===== src/rtl/lc3_execute.sv =====
// lc3_execute: Execute stage of the LC-3 pipeline.
// Takes the decoded instruction and register operands, resolves operand
// forwarding from the execute and memory stages, computes the ALU result and
// the effective address, and registers everything for the next stage.
// The source/destination register fields are decoded combinationally so the
// register file and hazard logic can use them in the same cycle.
module lc3_execute #(
    parameter bit BYPASS_EN = 1'b1
) (
    input  logic        clock,
    input  logic        reset,
    input  logic        enable_execute,
    input  logic [15:0] IR,
    input  logic [15:0] npc_in,
    input  logic [5:0]  E_control,
    input  logic [1:0]  W_control_in,
    input  logic        Mem_control_in,
    input  logic [15:0] VSR1,
    input  logic [15:0] VSR2,
    input  logic        bypass_alu_1,
    input  logic        bypass_alu_2,
    input  logic        bypass_mem_1,
    input  logic        bypass_mem_2,
    input  logic [15:0] Mem_Bypass_Val,
    output logic [15:0] aluout,
    output logic [15:0] pcout,
    output logic [1:0]  W_control_out,
    output logic        Mem_control_out,
    output logic [15:0] M_data,
    output logic [15:0] IR_Exec,
    output logic [2:0]  NZP,
    output logic [2:0]  dr,
    output logic [2:0]  sr1,
    output logic [2:0]  sr2
);

    // Opcodes that matter to this stage
    localparam logic [3:0] OP_BR  = 4'b0000;
    localparam logic [3:0] OP_ADD = 4'b0001;
    localparam logic [3:0] OP_ST  = 4'b0011;
    localparam logic [3:0] OP_AND = 4'b0101;
    localparam logic [3:0] OP_STR = 4'b0111;
    localparam logic [3:0] OP_NOT = 4'b1001;
    localparam logic [3:0] OP_STI = 4'b1011;
    localparam logic [3:0] OP_JMP = 4'b1100;

    // ALU function select encodings
    localparam logic [1:0] ALU_ADD  = 2'b00;
    localparam logic [1:0] ALU_AND  = 2'b01;
    localparam logic [1:0] ALU_NOT  = 2'b10;
    localparam logic [1:0] ALU_PASS = 2'b11;

    // Registered state behind the outputs
    logic [15:0] aluout_r;
    logic [15:0] pcout_r;
    logic [1:0]  w_control_r;
    logic        mem_control_r;
    logic [15:0] m_data_r;
    logic [15:0] ir_exec_r;
    logic [2:0]  nzp_r;

    // Decoded control fields
    logic [3:0]  opcode_s;
    logic [1:0]  alu_control_s;
    logic [1:0]  pcselect1_s;
    logic        pcselect2_s;
    logic        op2select_s;

    // Datapath intermediates
    logic [15:0] op_a_s;
    logic [15:0] op_b_s;
    logic [15:0] imm5_s;
    logic [15:0] op2_s;
    logic [15:0] alu_result_s;
    logic [15:0] offset_s;
    logic [15:0] base_s;
    logic [15:0] addr_s;
    logic        is_alu_op_s;
    logic [2:0]  nzp_next_s;
    logic [2:0]  sr2_s;

    assign opcode_s      = IR[15:12];
    assign alu_control_s = E_control[5:4];
    assign pcselect1_s   = E_control[3:2];
    assign pcselect2_s   = E_control[1];
    assign op2select_s   = E_control[0];

    // Register-field decode; stores read their data register through sr2
    always_comb begin
        sr2_s = IR[2:0];
        case (opcode_s)
            OP_ST, OP_STR, OP_STI: sr2_s = IR[11:9];
            default:               sr2_s = IR[2:0];
        endcase
    end

    assign dr  = IR[11:9];
    assign sr1 = IR[8:6];
    assign sr2 = sr2_s;

    // Operand forwarding; the execute-stage result is the youngest value and wins
    always_comb begin
        op_a_s = VSR1;
        op_b_s = VSR2;
        if (BYPASS_EN) begin
            if (bypass_alu_1) begin
                op_a_s = aluout_r;
            end else if (bypass_mem_1) begin
                op_a_s = Mem_Bypass_Val;
            end else begin
                op_a_s = VSR1;
            end
            if (bypass_alu_2) begin
                op_b_s = aluout_r;
            end else if (bypass_mem_2) begin
                op_b_s = Mem_Bypass_Val;
            end else begin
                op_b_s = VSR2;
            end
        end else begin
            op_a_s = VSR1;
            op_b_s = VSR2;
        end
    end

    assign imm5_s = {{11{IR[4]}}, IR[4:0]};

    // Second ALU operand: register B or the sign-extended 5-bit immediate
    always_comb begin
        if (op2select_s) begin
            op2_s = op_b_s;
        end else begin
            op2_s = imm5_s;
        end
    end

    // ALU; the adder wraps modulo 2^16 and the carry is discarded
    always_comb begin
        alu_result_s = 16'h0000;
        case (alu_control_s)
            ALU_ADD:  alu_result_s = op_a_s + op2_s;
            ALU_AND:  alu_result_s = op_a_s & op2_s;
            ALU_NOT:  alu_result_s = ~op_a_s;
            ALU_PASS: alu_result_s = op_a_s;
            default:  alu_result_s = 16'h0000;
        endcase
    end

    // Address offset selection from the instruction's offset fields
    always_comb begin
        offset_s = 16'h0000;
        case (pcselect1_s)
            2'b00:   offset_s = {{5{IR[10]}}, IR[10:0]};
            2'b01:   offset_s = {{7{IR[8]}},  IR[8:0]};
            2'b10:   offset_s = {{10{IR[5]}}, IR[5:0]};
            2'b11:   offset_s = 16'h0000;
            default: offset_s = 16'h0000;
        endcase
    end

    // Address base: PC-relative or register-relative
    always_comb begin
        if (pcselect2_s) begin
            base_s = npc_in;
        end else begin
            base_s = op_a_s;
        end
    end

    assign addr_s = base_s + offset_s;

    // Result-source and branch-mask decode from the opcode
    always_comb begin
        is_alu_op_s = 1'b0;
        nzp_next_s  = 3'b000;
        case (opcode_s)
            OP_ADD, OP_AND, OP_NOT: begin
                is_alu_op_s = 1'b1;
                nzp_next_s  = 3'b000;
            end
            OP_BR: begin
                is_alu_op_s = 1'b0;
                nzp_next_s  = IR[11:9];
            end
            OP_JMP: begin
                is_alu_op_s = 1'b0;
                nzp_next_s  = 3'b111;
            end
            default: begin
                is_alu_op_s = 1'b0;
                nzp_next_s  = 3'b000;
            end
        endcase
    end

    // Pipeline register; a stalled edge holds the results but drops the branch request
    always_ff @(posedge clock) begin
        if (!reset) begin
            aluout_r      <= 16'h0000;
            pcout_r       <= 16'h0000;
            w_control_r   <= 2'b00;
            mem_control_r <= 1'b0;
            m_data_r      <= 16'h0000;
            ir_exec_r     <= 16'h0000;
            nzp_r         <= 3'b000;
        end else if (enable_execute) begin
            aluout_r      <= is_alu_op_s ? alu_result_s : addr_s;
            pcout_r       <= addr_s;
            w_control_r   <= W_control_in;
            mem_control_r <= Mem_control_in;
            m_data_r      <= op_b_s;
            ir_exec_r     <= IR;
            nzp_r         <= nzp_next_s;
        end else begin
            nzp_r         <= 3'b000;
        end
    end

    assign aluout          = aluout_r;
    assign pcout           = pcout_r;
    assign W_control_out   = w_control_r;
    assign Mem_control_out = mem_control_r;
    assign M_data          = m_data_r;
    assign IR_Exec         = ir_exec_r;
    assign NZP             = nzp_r;

endmodule


===== config.mk =====
export PLATFORM = sky130hd
export DESIGN_NAME = lc3_execute
export DESIGN_NICKNAME = d
export VERILOG_FILES = /design/src/rtl/lc3_execute.sv
export SDC_FILE = /design/constraint.sdc
export NUM_CORES = 1
export LEC_CHECK = 0
export CORE_MARGIN = 2
export CORE_UTILIZATION = 38
export DETAILED_ROUTE_END_ITERATION = 16
export GPL_TIMING_DRIVEN = 0
export PLACE_DENSITY = 0.69
export REMOVE_ABC_BUFFERS = 1
export SETUP_SLACK_MARGIN = 0.5
export SYNTH_ARGS = -nofsm -noshare
export SYNTH_HDL_FRONTEND = slang
export SYNTH_SLANG_ARGS = --single-unit
export TNS_END_PERCENT = 20

===== constraint.sdc =====
create_clock -name clock -period 5.3 [get_ports clock]
set_input_delay 1.59 -clock clock [delete_from_list [all_inputs] [get_ports clock]]
set_output_delay 1.59 -clock clock [all_outputs]
set_load 0.03 [all_outputs]

==> summary.md, run 1 <==
| Metric | Value |
|---|---|
| FP Rows | `46` |
| CP Capture Type | `output pin` |
| Initial cell density of the core | `38.5%` |
| Sink Count | `70` |
| Async set-reset flop share out of synthesis | `0%` |
| Placement-stage cell area | `about 7800 um2` |
| Worst rel slew slack | `a little over a quarter` |
| Drt total wl | `19600 um` |
| Ports | `around 180` |
| Antenna Nets Post-Route | `0` |
| Synth cell count leaders | `104 x nand2_1, 89 x nor2_1, 78 x mux2i_1` |
| Total vias in the final route | `6162` |
| Ranking of synthesized cells by area | `dfxtp_1 23%, mux2i_1 13%, nand2_1 6.4%` |
| Total Power | `2.20 mW` |
| Post-synthesis cell area | `between 6000 and 7000 um2` |
| Min Hold Slack | `~0.46 ns` |
| Clk root buf | `clkbuf_16` |
| Ant. Diodes | `0` |
| Crit path kind | `in2out` |
| Fmax | `around 200 MHz` |
| CTS tree | `yes` |
| Req. time, crit path | `3.71 ns` |
| Hold_buf cts | `0` |
| Reg clk slew, reported paths | `0.07 ns` |
| # port buffers | `174` |
| Post-Synthesis Cells | `slightly below 800` |
| Worst hold path type | `reg2reg` |
| Gpl congestion | `0.910` |
| Register bit total from synthesis | `70` |
| Final count of negative-setup-slack endpoints | `0` |
| Global-route usage over all layers | `23.1%` |
| Power per cell area | `268 nW/um2` |
| Clock Skew | `0.00639 ns` |
| First-pass GRT wire length | `slightly above 30000 um` |
| Post-synth top area cell | `dfxtp_1` |
| Antenna violations before repair | `0` |
| CTS H-Tree Depth | `3` |
| Final Cell Area | `8180 um2` |
| WP data arrival | `3.35 ns` |
| Longest Clk Path Bufs | `2` |
| Total CTS buffers | `9` |
| Static Leak | `around 3.3 nW` |
| Pre-CTS WS | `-1.45 ns` |
| Status | `completed` |
| DRC errors left | `0` |
| Via-per-instance ratio | `approximately 5.4` |
| CORE AREA | `about 16000 um2` |
| Max VDD drop | `0.134 mV` |
| Wire per inst | `17.2 um` |
| Primary FF master, synth | `dfxtp_1` |
| Top-count cell post-synth | `nand2_1` |
| R2R Setup Slk | `~2.0 ns` |
| RSZ-0062 raised after global routing | `yes` |
| Share of layout cells above drive strength 1 | `8.88%` |
| Largest net degree at the start of global routing | `56` |
| DRT iter0 DRCs | `between 300 and 400` |
| Number of synthesized flops with an enable pin | `0` |
| Die Y | `130 um` |
| Share of the synthesized area in the top cell type | `23.1%` |
| Pre-Repair DR Iteration Count | `6` |
| Vias in the first global route | `5817` |
| Dpl hpwl | `14300 um` |
| Die ar. | `17000 um2` |
| Seq/Total Area, Yosys | `23.1%` |
| Post-synth cell types | `84` |
| Final period utilization | `93.2%` |
| Layout area overhead | `34.7%` |
| CP Launch Type | `input pin` |
| Slew Limit Fails | `0` |
| Worst slew pin tran | `1.09 ns` |
| Nets@finish | `1039` |
| Final Critical Period | `4.94 ns` |
| Post-route setup slack | `about 0.36 ns` |
| # Max-Cap Violations | `0` |
| Die W | `130 um` |
| Clk Latency, worst-skew pair | `0.35 ns` |
| Fill count | `1573` |
| Avg Inst Size Synth | `between 7 and 8 um2` |
| GRT overflow | `0` |
| Yosys warnings | `0` |
| Crit Path Max Fanout | `5` |
| Final Hold Viols | `0` |
-- path summary, 6_finish.rpt --
kind                endpoint      start  cells past startpoint
setup reg to reg  aluout[12]  aluout[0]                     15
hold reg to reg    M_data[6]  M_data[6]                      2
hold / removal     M_data[6]  M_data[6]                      2
setup / recovery      sr2[2]     IR[14]                      5
-- per-layer routing --
metal | up-vias | global-route usage, % | part of all wire, %
met2 | 194 | 36.7 | 44
li1 | 3118 | - | -
met5 | - | 0 | 0
met4 | 0 | 7.38 | 1.6
met3 | 19 | 5.17 | 7.6
met1 | 2831 | 31.3 | 46
-- state kept, by name (all words and copies together) (netlist names) --
name             cells
M_data              16
NZP                  3
W_control_out        2
aluout              16
pcout               16
Mem_control_out      1
IR_Exec             16
-- kinds of logic (layout without fill, tap and decap cells) --
logic type | count (synthesis) | after routing | share of synthesized area, %
XOR/XNOR | 26 | 26 | 3.87
AND/OR/NAND/NOR | 267 | 267 | 19.6
adder cells (fa/ha/maj) | 27 | 27 | 5.62
flip-flops | 70 | 70 | 23.1
buffers and inverters | 74 | 210 | 5.74
AO/OA/AOI/OAI | 220 | 220 | 24.1
multiplexers | 103 | 103 | 18.1
-- placed cells by master (no fill, tap or decap), types with 4 or more instances in the layout --
cell | synthesis | final
clkdlybuf4s50_1 | 0 | 162
nand2_1 | 104 | 104
nor2_1 | 89 | 88
mux2i_1 | 78 | 77
dfxtp_1 | 70 | 70
o21ai_0 | 59 | 58
a21oi_1 | 47 | 46
ha_1 | 24 | 24
mux2_2 | 19 | 19
xnor2_1 | 17 | 17
inv_1 | 15 | 15
nand3_1 | 13 | 13
o211ai_1 | 13 | 13
nor3_1 | 12 | 11
a21o_1 | 10 | 10
o22ai_1 | 9 | 9
clkbuf_16 | 0 | 9
o21a_1 | 8 | 8
and2_1 | 8 | 8
nor2b_1 | 8 | 8
xor2_1 | 8 | 7
o31ai_1 | 7 | 7
o21ai_1 | 5 | 6
nand2b_1 | 6 | 6
a211oi_1 | 7 | 5
nor3b_1 | 5 | 5
nand4_1 | 5 | 5
a31oi_1 | 5 | 5
a211oi_2 | 2 | 4
a41oi_1 | 4 | 4
inv_6 | 0 | 4
buf_4 | 8 | 4
-- through the flow --
stage / util [%] / std cells / setup TNS (ns)
after floorplan: - / 730 / 0
after global placement: 49.5 / 1120 / -55.19
after detailed placement: 49.7 / 1122 / -18.22
after CTS: 51.9 / 1139 / 0
after global routing: 51.9 / 1139 / 0
final: 51.9 / 1139 / 0
-- critical path, stage by stage --
cell,delay (ns)
clkdlybuf4s50_1,0.50
nand2_1,0.14
nand3_1,0.17
mux2_2,0.34
clkdlybuf4s50_1,0.60
-- power by group --
part           leakage [nW]  internal (mW)  total [mW]  switching (mW)
Clock                 0.147          0.371       0.642           0.272
Combinational          2.60          0.400       0.939           0.539
Sequential            0.577          0.576       0.615          0.0381
Total                  3.32           1.35        2.20           0.849
-- area by class of cell --
cell class / count / area [um2] / share of cell area [%]
multi-input cells: 643 / 4380 / 53.6
clock inverters: 7 / 77.6 / 0.948
clock buffers: 9 / 225 / 2.75
well taps: 216 / 270 / 3.30
flip-flops and latches: 70 / 1400 / 17.1
repair buffers: 177 / 1760 / 21.5
inverters: 17 / 63.8 / 0.780
-- what timing repair did --
item	4_1_cts	5_1_grt
endpoints found under the hold margin	0	0
setup buffers	1	0
resized for setup	41	6
pin swaps	6	0
endpoints found under the setup margin	29	12
No activity file was read; power rests on OpenSTA's default activity.
==> run 2, diff against run 1 <==
- CAP_MARGIN: unset -> 10
==> run 2 against run 1 <==
Against the previous run:
- final cell count grew 0.53%
- wire length up 1.1%
- largest cell class unchanged
- clock skew is 0.0026 ns higher
- highest routed layer unchanged
- via count is 1.3% higher
- worst hold slack hardly changed
- first-iteration DRC count decreased by 3.2%
==> summary.md, run 2 (synthesis results as in run 1) <==
| Metric | Value |
|---|---|
| Status | `completed (unchanged)` |
| Static Leak | `3.40 nW (was 3.32 nW)` |
| CTS tree | `yes (unchanged)` |
| # Max-Cap Violations | `0 (unchanged)` |
| Commonest cells after routing, fill and taps aside | `161 x clkdlybuf4s50_1, 104 x nand2_1, 88 x nor2_1 (was 162 x clkdlybuf4s50_1, 104 x nand2_1, 88 x nor2_1)` |
| Worst rel slew slack | `28.2% (was 27.1%)` |
| CORE AREA | `15800 um2 (unchanged)` |
| Share of layout cells above drive strength 1 | `10.0% (was 8.88%)` |
| Reg clk slew, reported paths | `0.07 ns (about the same)` |
| Hold_buf cts | `0 (unchanged)` |
| Final Critical Period | `4.93 ns (was 4.94 ns)` |
| Fin util | `52.8% (was 51.9%)` |
| CP Launch Type | `input pin (unchanged)` |
| Switch Pwr | `0.855 mW (was 0.849 mW)` |
| Die ar. | `17000 um2 (unchanged)` |
| Fill count | `1540 (was 1573)` |
| Gpl congestion | `0.910 (unchanged)` |
| Total Power | `2.21 mW (was 2.20 mW)` |
| CTS H-Tree Depth | `3 (unchanged)` |
| Power per cell area | `266 nW/um2 (was 268 nW/um2)` |
| WP data arrival | `3.34 ns (was 3.35 ns)` |
| Clk Latency, worst-skew pair | `0.35 ns (about the same)` |
| Slew Limit Fails | `0 (unchanged)` |
| DRC errors left | `0 (unchanged)` |
| Total vias in the final route | `6241 (was 6162)` |
| Final Hold Viols | `0 (unchanged)` |
| Antenna Nets Post-Route | `0 (unchanged)` |
| Max VDD drop | `0.151 mV (was 0.134 mV)` |
| Worst path bufs/invs | `2 (unchanged)` |
| Combinational Power Share | `43.2% (was 42.8%)` |
| Ant. Diodes | `0 (unchanged)` |
| CP Capture Type | `output pin (unchanged)` |
| DRT iter0 DRCs | `361 (was 373)` |
| Total CTS buffers | `9 (unchanged)` |
| Antenna violations before repair | `0 (unchanged)` |
| CP dominant cell by count | `clkdlybuf4s50_1 (unchanged)` |
| Sw Share | `38.6% (was 38.7%)` |
| Min Hold Slack | `0.464 ns (about the same)` |
| GRT overflow | `0 (unchanged)` |
| Worst hold path type | `reg2reg (unchanged)` |
| RSZ-0062 raised after global routing | `yes (unchanged)` |
| Vias in the first global route | `5821 (was 5817)` |
| Worst-path cell chain | `clkdlybuf4s50_1 > nand2_1 > nand3_1 > mux2_2 > clkdlybuf4s50_1 (unchanged)` |
| Drt total wl | `19800 um (was 19600 um)` |
| Stages on the worst setup path | `5 (unchanged)` |
| Nets@finish | `1045 (was 1039)` |
| Clock Skew | `0.00896 ns (was 0.00639 ns)` |
| Global-route usage over all layers | `22.9% (was 23.1%)` |
| Req. time, crit path | `3.71 ns (about the same)` |
| Final count of negative-setup-slack endpoints | `0 (unchanged)` |
| Worst reg2reg path depth | `15 (unchanged)` |
| Wire per inst | `17.3 um (was 17.2 um)` |
| Crit path kind | `in2out (unchanged)` |
| CP max stage cell | `clkdlybuf4s50_1 (unchanged)` |
| Sink Count | `70 (unchanged)` |
| Dpl hpwl | `14500 um (was 14300 um)` |
| Ports | `175 (unchanged)` |
| Largest net degree at the start of global routing | `56 (unchanged)` |
| Sequential cell area | `1400 um2 (unchanged)` |
| # port buffers | `174 (unchanged)` |
| Fmax | `203 MHz (about the same)` |
| Seq pwr share | `27.8% (was 28.0%)` |
| Internal power component | `1.36 mW (was 1.35 mW)` |
| Die Y | `130 um (unchanged)` |
| First-pass GRT wire length | `30200 um (was 30600 um)` |
| Pre-Repair DR Iteration Count | `5 (was 6)` |
| Crit Path Max Fanout | `5 (unchanged)` |
| FP Rows | `46 (unchanged)` |
| Worst slew pin tran | `1.08 ns (was 1.09 ns)` |
| Hold path cells | `2 (unchanged)` |
| Clock Power Share | `29.1% (was 29.2%)` |
| Largest delay share family, worst path | `buffers and inverters (unchanged)` |
| Layout area overhead | `37.0% (was 34.7%)` |
| Longest Clk Path Bufs | `2 (unchanged)` |
| Clk root buf | `clkbuf_16 (unchanged)` |
| Area of the multi-input gates | `4440 um2 (was 4380 um2)` |
| Final period utilization | `93.1% (was 93.2%)` |
| Initial cell density of the core | `38.5% (unchanged)` |
| Most common cell after layout, fill and taps aside | `clkdlybuf4s50_1 (unchanged)` |
| Via-per-instance ratio | `5.45 (was 5.41)` |
| Die W | `130 um (unchanged)` |
| Worst path max stage delay | `0.60 ns (about the same)` |
run 2: cell count changes in the layout (fill, tap and decap cells not counted), moves of 2 or more:
| cell | change |
|---|---|
| buf_2 | -2 |
| buf_8 | +2 |
| clkbuf_2 | +2 |
| dlymetal6s2s_1 | +2 |
run 2: stage by stage:
stage	worst slack, ns	area [um2]	setup TNS, ns	instances
2_1_floorplan	0.702	5790	0	730
3_3_place_gp	-2.55	7800	-55.19	1120
3_5_place_dp	-1.21	7900	-13.64	1125
4_1_cts	0.356	8250	0	1142
5_1_grt	0.291	8330	0	1145
6_report	0.367	8330	0	1145
run 2: metal layers:
metal	wire length (um)	vias to the layer above	share of wire (%)	GRT usage, %
met4	405	0	2.0	7.38
met5	0	-	0	0
met3	1490	30	7.6	4.48
li1	-	3129	-	-
met1	9180	2874	46	31.8
met2	8690	208	44	35.8
run 2: cell type report:
class / instances / share of cell area [%]
flip-flops and latches: 70 / 16.8
multi-input cells: 643 / 53.3
well taps: 216 / 3.25
inverters: 17 / 0.766
clock inverters: 7 / 0.947
clock buffers: 9 / 2.71
repair buffers: 183 / 22.2
run 2: power groups by stage:
stage	Clock [mW]	Sequential (mW)	Combinational, mW
floorplan	0	0.717	0.474
global placement	0	0.624	0.922
detailed placement	0	0.625	0.927
CTS	0.657	0.614	0.940
global route	0.671	0.621	1.04
finish	0.644	0.615	0.956
run 2: worst reg2reg max path: stages (launching register included):
cell and delay (ns):
dfxtp_1 0.33, nand2_1 0.09, o21ai_2 0.07, mux2_4 0.30, ha_4 0.18, fa_2 0.36, a21o_1 0.17, a21oi_2 0.18
o21bai_2 0.11, a211oi_2 0.30, nor3_2 0.09, nor4b_2 0.35, nor2_1 0.12, xor2_2 0.19, a21oi_2 0.12, a21bo_2 0.22
run 2: worst paths after layout:
kind             start         end  slack (ns)
max             IR[14]      sr2[2]        0.37
min          M_data[6]   M_data[6]        0.46
max reg2reg  aluout[0]  aluout[12]        2.02
min reg2reg  M_data[6]   M_data[6]        0.46
run 2: what timing repair did:
item                       4_1_cts  5_1_grt
setup endpoints to repair       27       10
pin swaps                        5       14
resized for setup               35       25
buffers inserted                 1        3
